<file path="config.mk">
export PLATFORM = sky130hd
export DESIGN_NAME = alu_share_ctrl
export DESIGN_NICKNAME = d
export VERILOG_FILES = /design/src/rtl/alu_share_ctrl.sv
export SDC_FILE = /design/constraint.sdc
export NUM_CORES = 1
export LEC_CHECK = 0
export CAP_MARGIN = 20
export CELL_PAD_IN_SITES_DETAIL_PLACEMENT = 0
export CELL_PAD_IN_SITES_GLOBAL_PLACEMENT = 1
export CORE_ASPECT_RATIO = 1.5
export CORE_UTILIZATION = 51
export CTS_CLUSTER_DIAMETER = 120
export DETAILED_ROUTE_END_ITERATION = 16
export DONT_BUFFER_PORTS = 1
export MAX_ROUTING_LAYER = met4
export PLACE_DENSITY_LB_ADDON = 0.1
export SYNTH_ARGS = -nofsm -noshare
export SYNTH_HDL_FRONTEND = slang
export SYNTH_SLANG_ARGS = --single-unit
</file>
<file path="constraint.sdc">
create_clock -name clk -period 3.1 [get_ports clk]
set_clock_uncertainty 0.2 [all_clocks]
set_input_delay 0.465 -clock clk [delete_from_list [all_inputs] [get_ports clk]]
set_output_delay 0.465 -clock clk [all_outputs]
set_load 0.1 [all_outputs]
</file>
<file path="src/rtl/alu_share_ctrl.sv">
// ---------------------------------------------------------------------------
// alu_share_ctrl
//   Shares one WIDTH-bit ALU between two requesters. Requests arrive on
//   per-requester valid/ready channels and are granted round-robin. A legal
//   op is presented to the ALU (alu_status high) for ALU_LATENCY cycles and
//   its result/flags are captured in the last of those cycles. The captured
//   response is returned to the owning requester over rsp_valid/rsp_ready.
//   Illegal opcodes (op[2]==0) skip the ALU and answer with err=1.
//
// Ports
//   clk, rst_n                      clock / async active-low reset
//   req_valid[1:0], req_ready[1:0]  request handshake, bit i = requester i
//   req{0,1}_a/_b/_op               request operands and opcode
//   rsp_valid[1:0], rsp_ready[1:0]  response handshake
//   rsp_result/cout/ovf/err         captured response, shared by both channels
//   alu_status, alu_a/b/opcode      ALU drive (all 0 outside EXEC)
//   alu_result/cout/overflow        ALU outputs
//   busy                            high outside IDLE
//   op_count                        completed responses, wraps
// ---------------------------------------------------------------------------
module alu_share_ctrl #(
  parameter int WIDTH       = 32,
  parameter int ALU_LATENCY = 1,
  parameter int CNT_W       = 16
) (
  input  logic             clk,
  input  logic             rst_n,
  input  logic [1:0]       req_valid,
  output logic [1:0]       req_ready,
  input  logic [WIDTH-1:0] req0_a,
  input  logic [WIDTH-1:0] req0_b,
  input  logic [3:0]       req0_op,
  input  logic [WIDTH-1:0] req1_a,
  input  logic [WIDTH-1:0] req1_b,
  input  logic [3:0]       req1_op,
  output logic [1:0]       rsp_valid,
  input  logic [1:0]       rsp_ready,
  output logic [WIDTH-1:0] rsp_result,
  output logic             rsp_cout,
  output logic             rsp_ovf,
  output logic             rsp_err,
  output logic             alu_status,
  output logic [WIDTH-1:0] alu_a,
  output logic [WIDTH-1:0] alu_b,
  output logic [3:0]       alu_opcode,
  input  logic [WIDTH-1:0] alu_result,
  input  logic             alu_cout,
  input  logic             alu_overflow,
  output logic             busy,
  output logic [CNT_W-1:0] op_count
);

  typedef enum logic [1:0] {IDLE, EXEC, RESP} state_e;

  typedef struct packed {
    logic [WIDTH-1:0] a;
    logic [WIDTH-1:0] b;
    logic [3:0]       op;
  } req_t;

  typedef struct packed {
    logic [WIDTH-1:0] result;
    logic             cout;
    logic             ovf;
    logic             err;
  } rsp_t;

  localparam logic [3:0] LAT4 = 4'(ALU_LATENCY);

  state_e           state_q, state_d;
  logic             ptr_q, ptr_d;      // favoured requester when both are valid
  logic             owner_q, owner_d;  // requester that owns the in-flight op
  logic [3:0]       lat_q, lat_d;
  logic [CNT_W-1:0] cnt_q, cnt_d;
  logic             stat_q, stat_d;
  req_t             alu_q, alu_d;      // doubles as the latched request; zeroed outside EXEC
  rsp_t             rsp_q, rsp_d;
  logic [1:0]       rv_q, rv_d;

  req_t [1:0] req_in;
  logic       gnt;

  assign req_in[0] = '{a: req0_a, b: req0_b, op: req0_op};
  assign req_in[1] = '{a: req1_a, b: req1_b, op: req1_op};

  // A lone valid requester wins regardless of the pointer.
  assign gnt = (&req_valid) ? ptr_q : req_valid[1];

  // Reset gating keeps req_ready low while rst_n is held, even though the
  // FSM already sits in IDLE.
  assign req_ready = (rst_n && state_q == IDLE && |req_valid) ? (2'b01 << gnt) : 2'b00;

  always_comb begin
    state_d = state_q;
    ptr_d   = ptr_q;
    owner_d = owner_q;
    lat_d   = lat_q;
    cnt_d   = cnt_q;
    stat_d  = stat_q;
    alu_d   = alu_q;
    rsp_d   = rsp_q;
    rv_d    = rv_q;
    unique case (state_q)
      IDLE: begin
        if (|req_valid) begin
          owner_d = gnt;
          if (req_in[gnt].op[2]) begin
            state_d = EXEC;
            lat_d   = LAT4;
            alu_d   = req_in[gnt];
            stat_d  = 1'b1;
          end else begin
            // Illegal opcode: answer immediately, ALU never enabled.
            state_d = RESP;
            rsp_d   = '{result: '0, cout: 1'b0, ovf: 1'b0, err: 1'b1};
            rv_d    = 2'b01 << gnt;
          end
        end
      end
      EXEC: begin
        lat_d = lat_q - 4'd1;
        if (lat_q == 4'd1) begin
          rsp_d   = '{result: alu_result, cout: alu_cout, ovf: alu_overflow, err: 1'b0};
          stat_d  = 1'b0;
          alu_d   = '0;
          rv_d    = 2'b01 << owner_q;
          state_d = RESP;
        end
      end
      RESP: begin
        if (rsp_ready[owner_q]) begin
          rv_d    = 2'b00;
          cnt_d   = cnt_q + 1'b1;
          ptr_d   = ~owner_q;
          state_d = IDLE;
        end
      end
      default: state_d = IDLE;
    endcase
  end

  always_ff @(posedge clk or negedge rst_n) begin
    if (!rst_n) begin
      state_q <= IDLE;
      ptr_q   <= 1'b0;
      owner_q <= 1'b0;
      lat_q   <= '0;
      cnt_q   <= '0;
      stat_q  <= 1'b0;
      alu_q   <= '0;
      rsp_q   <= '0;
      rv_q    <= 2'b00;
    end else begin
      state_q <= state_d;
      ptr_q   <= ptr_d;
      owner_q <= owner_d;
      lat_q   <= lat_d;
      cnt_q   <= cnt_d;
      stat_q  <= stat_d;
      alu_q   <= alu_d;
      rsp_q   <= rsp_d;
      rv_q    <= rv_d;
    end
  end

  assign busy       = (state_q != IDLE);
  assign alu_status = stat_q;
  assign alu_a      = alu_q.a;
  assign alu_b      = alu_q.b;
  assign alu_opcode = alu_q.op;
  assign rsp_valid  = rv_q;
  assign rsp_result = rsp_q.result;
  assign rsp_cout   = rsp_q.cout;
  assign rsp_ovf    = rsp_q.ovf;
  assign rsp_err    = rsp_q.err;
  assign op_count   = cnt_q;

endmodule

</file>
Yosys cells after proc, flatten, opt, wreduce, memory -nomap -nowiden
Cells that the tools add are included.

storage, ports and cells
  register bits = 130
  logic and storage cells = 74
  output and inout bits = 125
  bits of input ports = 176

cells by class
  reduce and logical (&&, ||, !) cells = 15
  shifts and indexed selects = 2
  bitwise gates (word level) = 1
  eq/ne operators = 8
  add/subtract/negate cells = 2
  mux-type cells = 30
  $lt $le $gt $ge = 2

operators with widths
  kind                                                                          number
  68-bit 2-to-1 mux                                                             5
  68-bit case mux with 2 select lines                                           1
  35-bit 2-to-1 mux                                                             3
  35-bit case mux with 2 select lines                                           1
  16-bit by 1-bit adder with 16-bit output, second input constant               1
  2-bit 2-to-1 mux                                                              8
  2-bit case mux with 3 select lines                                            2
  4-bit 2-to-1 mux                                                              2
  4-bit case mux with 2 select lines                                            1
  4-bit AND reduction                                                           2
  1-bit 2-to-1 mux                                                              6
  2-bit != test, second input constant                                          3
  2-bit AND reduction                                                           3
  3-bit AND reduction                                                           2
  5-bit AND reduction                                                           1
  4-bit by 1-bit == test with 1-bit output, second input constant               1
  1-bit by 2-bit less-than comparator with 1-bit output, second input constant  2
  2-bit by 1-bit != test with 1-bit output, second input constant               2
  2-bit nonzero test                                                            2
  1-bit by 1-bit << shifter with 2-bit output, first input constant             2
  4-bit by 1-bit subtractor with 4-bit output, second input constant            1
  3-bit nonzero test                                                            1
  2-bit by 1-bit == test with 1-bit output, second input constant               1
  2-bit == test, second input constant                                          1
  5 further kinds                                                               6

Longest topological paths before layout
  word-level depth = 7
  gate-level depth with buffers = 9
  gate-level depth less buffers = 6

Worst setup path after synthesis
Ideal clock, no wire load.

  path kind = reg2reg
  start = register state_q[0]
  end = register rsp_q (netlist bit rsp_result[21])
  cell stages (with the launch flop) = 7
  slack = 0.265 ns
  buffers on the path = 1
  data required time = 2.831 ns
  arrival = 2.566 ns
  library setup time = 0.069 ns
  period minus slack after synthesis = 2.835 ns
  cells stage by stage = dfrtp_1 -> inv_1 -> ha_1 -> clkinv_1 -> a221oi_2 -> clkbuf_1 -> a221o_1

on the way
  cells in the longest elaborated chain, start to end = 3
  elaborated cells on any way between the ends = 8
  those cells by class = 4 x eq/ne; 1 x mux; 3 x reduce/logical

ends and longest elaborated chain
  what                                                                                line  text
  start, declared                                                                     70    state_e state_q, state_d;
  start signal, assigned                                                              154   state_q <= state_d;
  2-bit by 1-bit == test with 1-bit output / 2-bit zero test (equally long branches)  103   unique case (state_q)
  2-bit != test (no line), or another cell as far along                               -
  4-bit AND reduction (no line)                                                       -
  end signal, assigned                                                                161   rsp_q <= rsp_d;
  end, declared                                                                       77    rsp_t rsp_q, rsp_d;

Several ways; a longest one is shown, not always the timed one.
A chain may end at the register's enable or synchronous reset.

Final worst setup path
  start = register state_q[0]
  end = output port req_ready[0]

on the way
  cells in the longest elaborated chain, start to end = 4

ends and longest elaborated chain
  what                             line  text
  2-bit zero test                  91    assign req_ready = (rst_n && state_q == IDLE && |req_valid) ? (2'b01 << gnt) : 2'b00;
  1-bit logical AND (2 in series)  91
  2-bit 2-to-1 mux                 91
  end, declared                    29    output logic [1:0] req_ready,

Every way passes these cells.

==> results by group <==
Outcome
  – Status: finished with violations
  – Violated checks: negative hold slack

Clock network
  – Clock buffer depth: 2
  – Skew-Pair Late Insertion Delay: 0.41 ns
  – Clk sinks: 129
  – Reg clk slew, reported paths: 0.06 ns
  – Clock Tree Root: clkbuf_16
  – Total CTS buffers: 17
  – Gates resized, CTS repair: 0
  – Post-CTS Setup Inserts: 0
  – CTS tree: done
  – H-tree Lvls: 4

Timing
  – Worst slew margin: 32.4%
  – Worst hold slack: -0.456 ns
  – Total Neg Setup Slack: 0 ns
  – RSZ-0062 raised after global routing: false
  – Final hold vios: 129
  – Max Clk Rate: 367 MHz
  – Fin crit period: 2.72 ns
  – Final setup violation count: 0
  – Slew of the pin with the lowest slew margin: 1.01 ns
  – Tcrit/Tclk final: 87.8%
  – Final Max Tran Viols: 0

Synthesis
  – Ys Warns: 0
  – Post-synth EDFFs: 0
  – Synth area leaders: dfrtp_1 46%, mux2i_1 9.9%, nand2_1 6.2%
  – Post-synth net total: 863
  – Sequential area share after synthesis: 46.3%
  – Unique masters post-synth: 49
  – Post-synth top area share: 46.3%
  – Post-Syn Area per Cell: 10.3 um^2
  – Main flop type after synthesis: dfrtp_1
  – Synth async-reset ratio: 100%
  – Number of synthesized register bits: 129
  – Syn Inst Count: 680
  – Area leader, netlist: dfrtp_1
  – Synthesized cell area: 0.00697 mm^2

Worst setup path
  – WS Path Type: register to primary output
  – Type of origin of the critical path: register
  – R2R Path End: alu_b[12]
  – Worst reg2reg startpoint: state_q[0]
  – CP required: 2.43 ns
  – WP data arrival: 2.06 ns
  – R2R cell count: 6
  – Worst Setup End Kind: primary output
  – Crit path max fanout: 15
  – Reg2reg setup slack: 0.54 ns

Detailed routing
  – Final ANT Viol Nets: 0
  – DRT Wirelength: 19,100 um
  – Vias per inst: 6.41
  – Iter 0 DRT Violations: 281
  – Pre-antenna DRT Iters: 5
  – Via count: 5,450
  – Drt wl/cell: 22.5 um
  – DRC viols: 0

GRT
  – First-pass GRT wire length: 29,500 um
  – Number of global-route vias before repair: 5,258
  – Tot GR Track Use: 27.3%
  – Global route overflow: 0
  – Initial antenna violation count: 6
  – Largest net degree at the start of global routing: 132

Finish
  – Commonest non-fill, non-tap cell in the layout: dfrtp_1
  – Layout cells sized above 1: 14.4%
  – Final #Nets: 852
  – # fillers: 1,105
  – Most frequent cells in the layout: 128 x dfrtp_1, 114 x nand2_1, 69 x mux2i_1
  – Area Overhead vs Synth: 11.8%

Place
  – PortBufs: 0
  – DP Wirelength: 12,700 um
  – Routability Congestion: 0.805

Floorplanning
  – Initial Util: 52.0%
  – Die Y: 145 um
  – Placement row count: 52
  – Die X: 97.5 um
  – Core area: 0.0134 mm^2
  – Die area: 0.0142 mm^2
  – Top Ports: 301

Worst hold path
  – Worst min-delay path class: input port to async pin

Job
  – Max-capacitance violation count: 0
==> flip-flops by register name, summed over array words and instances, names as in the netlist <==
register    flops
alu_a          32
alu_b          32
alu_opcode      4
lat_q           4
op_count       16
owner_q         1
ptr_q           1
rsp_cout        1
rsp_err         1
rsp_ovf         1
rsp_result     32
rsp_valid       2
state_q         2
==> kinds of logic after synthesis <==
logic type / share of synthesized area, %
compound gates: 23.4
simple gates: 12.5
flops: 46.3
mux: 10.4
buf+inv: 4.29
xor+xnor: 1.88
fa+ha+maj: 1.26
==> worst max-delay path, stage by stage (launching register included) <==
cell and delay (ns):
dfrtp_1 0.40, inv_1 0.11, ha_2 0.38, buf_4 0.26, and3_1 0.18, buf_4 0.30
==> per-layer routing <==
layer | vias up | track usage (%) | wire (um)
li1 | 2503 | - | -
met1 | 2679 | 32.7 | 7530
met2 | 254 | 43.5 | 9610
met3 | 14 | 9.49 | 1810
met4 | 0 | 7.65 | 177
met5 | - | - | 0
==> stage by stage <==
step	util [%]	hold slack [ns]	cell area, um^2	cells	worst slack [ns]
after detailed placement	53.5	-0.0281	7180	812	0.539
after global routing	58.2	-0.482	7790	850	0.238
after floorplan	-	-0.0306	6970	680	0.265
final	58.2	-0.456	7790	850	0.378
after CTS	58.0	-0.474	7780	844	0.361
after global placement	53.5	-0.0274	7180	812	0.612
==> Yosys cell counts (all sizes together) (3+ instances only) <==
cell     count
mux2         3
nand3       45
nand4        4
a211o        3
nor2         7
o2bb2ai     67
nor3b        3
clkbuf      39
ha           7
and3         5
mux2i       69
a221o       34
dfrtp      129
nand2      115
o21ai       40
inv          6
a21oi       37
buf         21
xnor2       14
==> area by class of cell <==
class / instances / area, um^2 / share of cell area (%)
Multi-Input combinational cell: 484 / 3480 / 44.6
Sequential cell: 129 / 3230 / 41.4
Clock buffer: 19 / 453 / 5.81
Timing Repair Buffer: 30 / 238 / 3.05
Tap cell: 162 / 203 / 2.60
Clock inverter: 13 / 151 / 1.94
Inverter: 7 / 26.3 / 0.337
Antenna cell: 6 / 15.0 / 0.193
==> how the worst max path moves through the flow <==
stage	start	end	slack (ns)
2_1_floorplan	state_q[0]	rsp_result[21]	0.27
3_3_place_gp	state_q[1]	alu_b[15]	0.61
3_5_place_dp	state_q[0]	alu_b[23]	0.54
4_1_cts	state_q[0]	req_ready[0]	0.36
5_1_grt	state_q[0]	req_ready[0]	0.24
6_report	state_q[0]	req_ready[0]	0.38
Power is not shown: default switching activity piles up to over one toggle a cycle in this logic, so the estimate is an artifact.
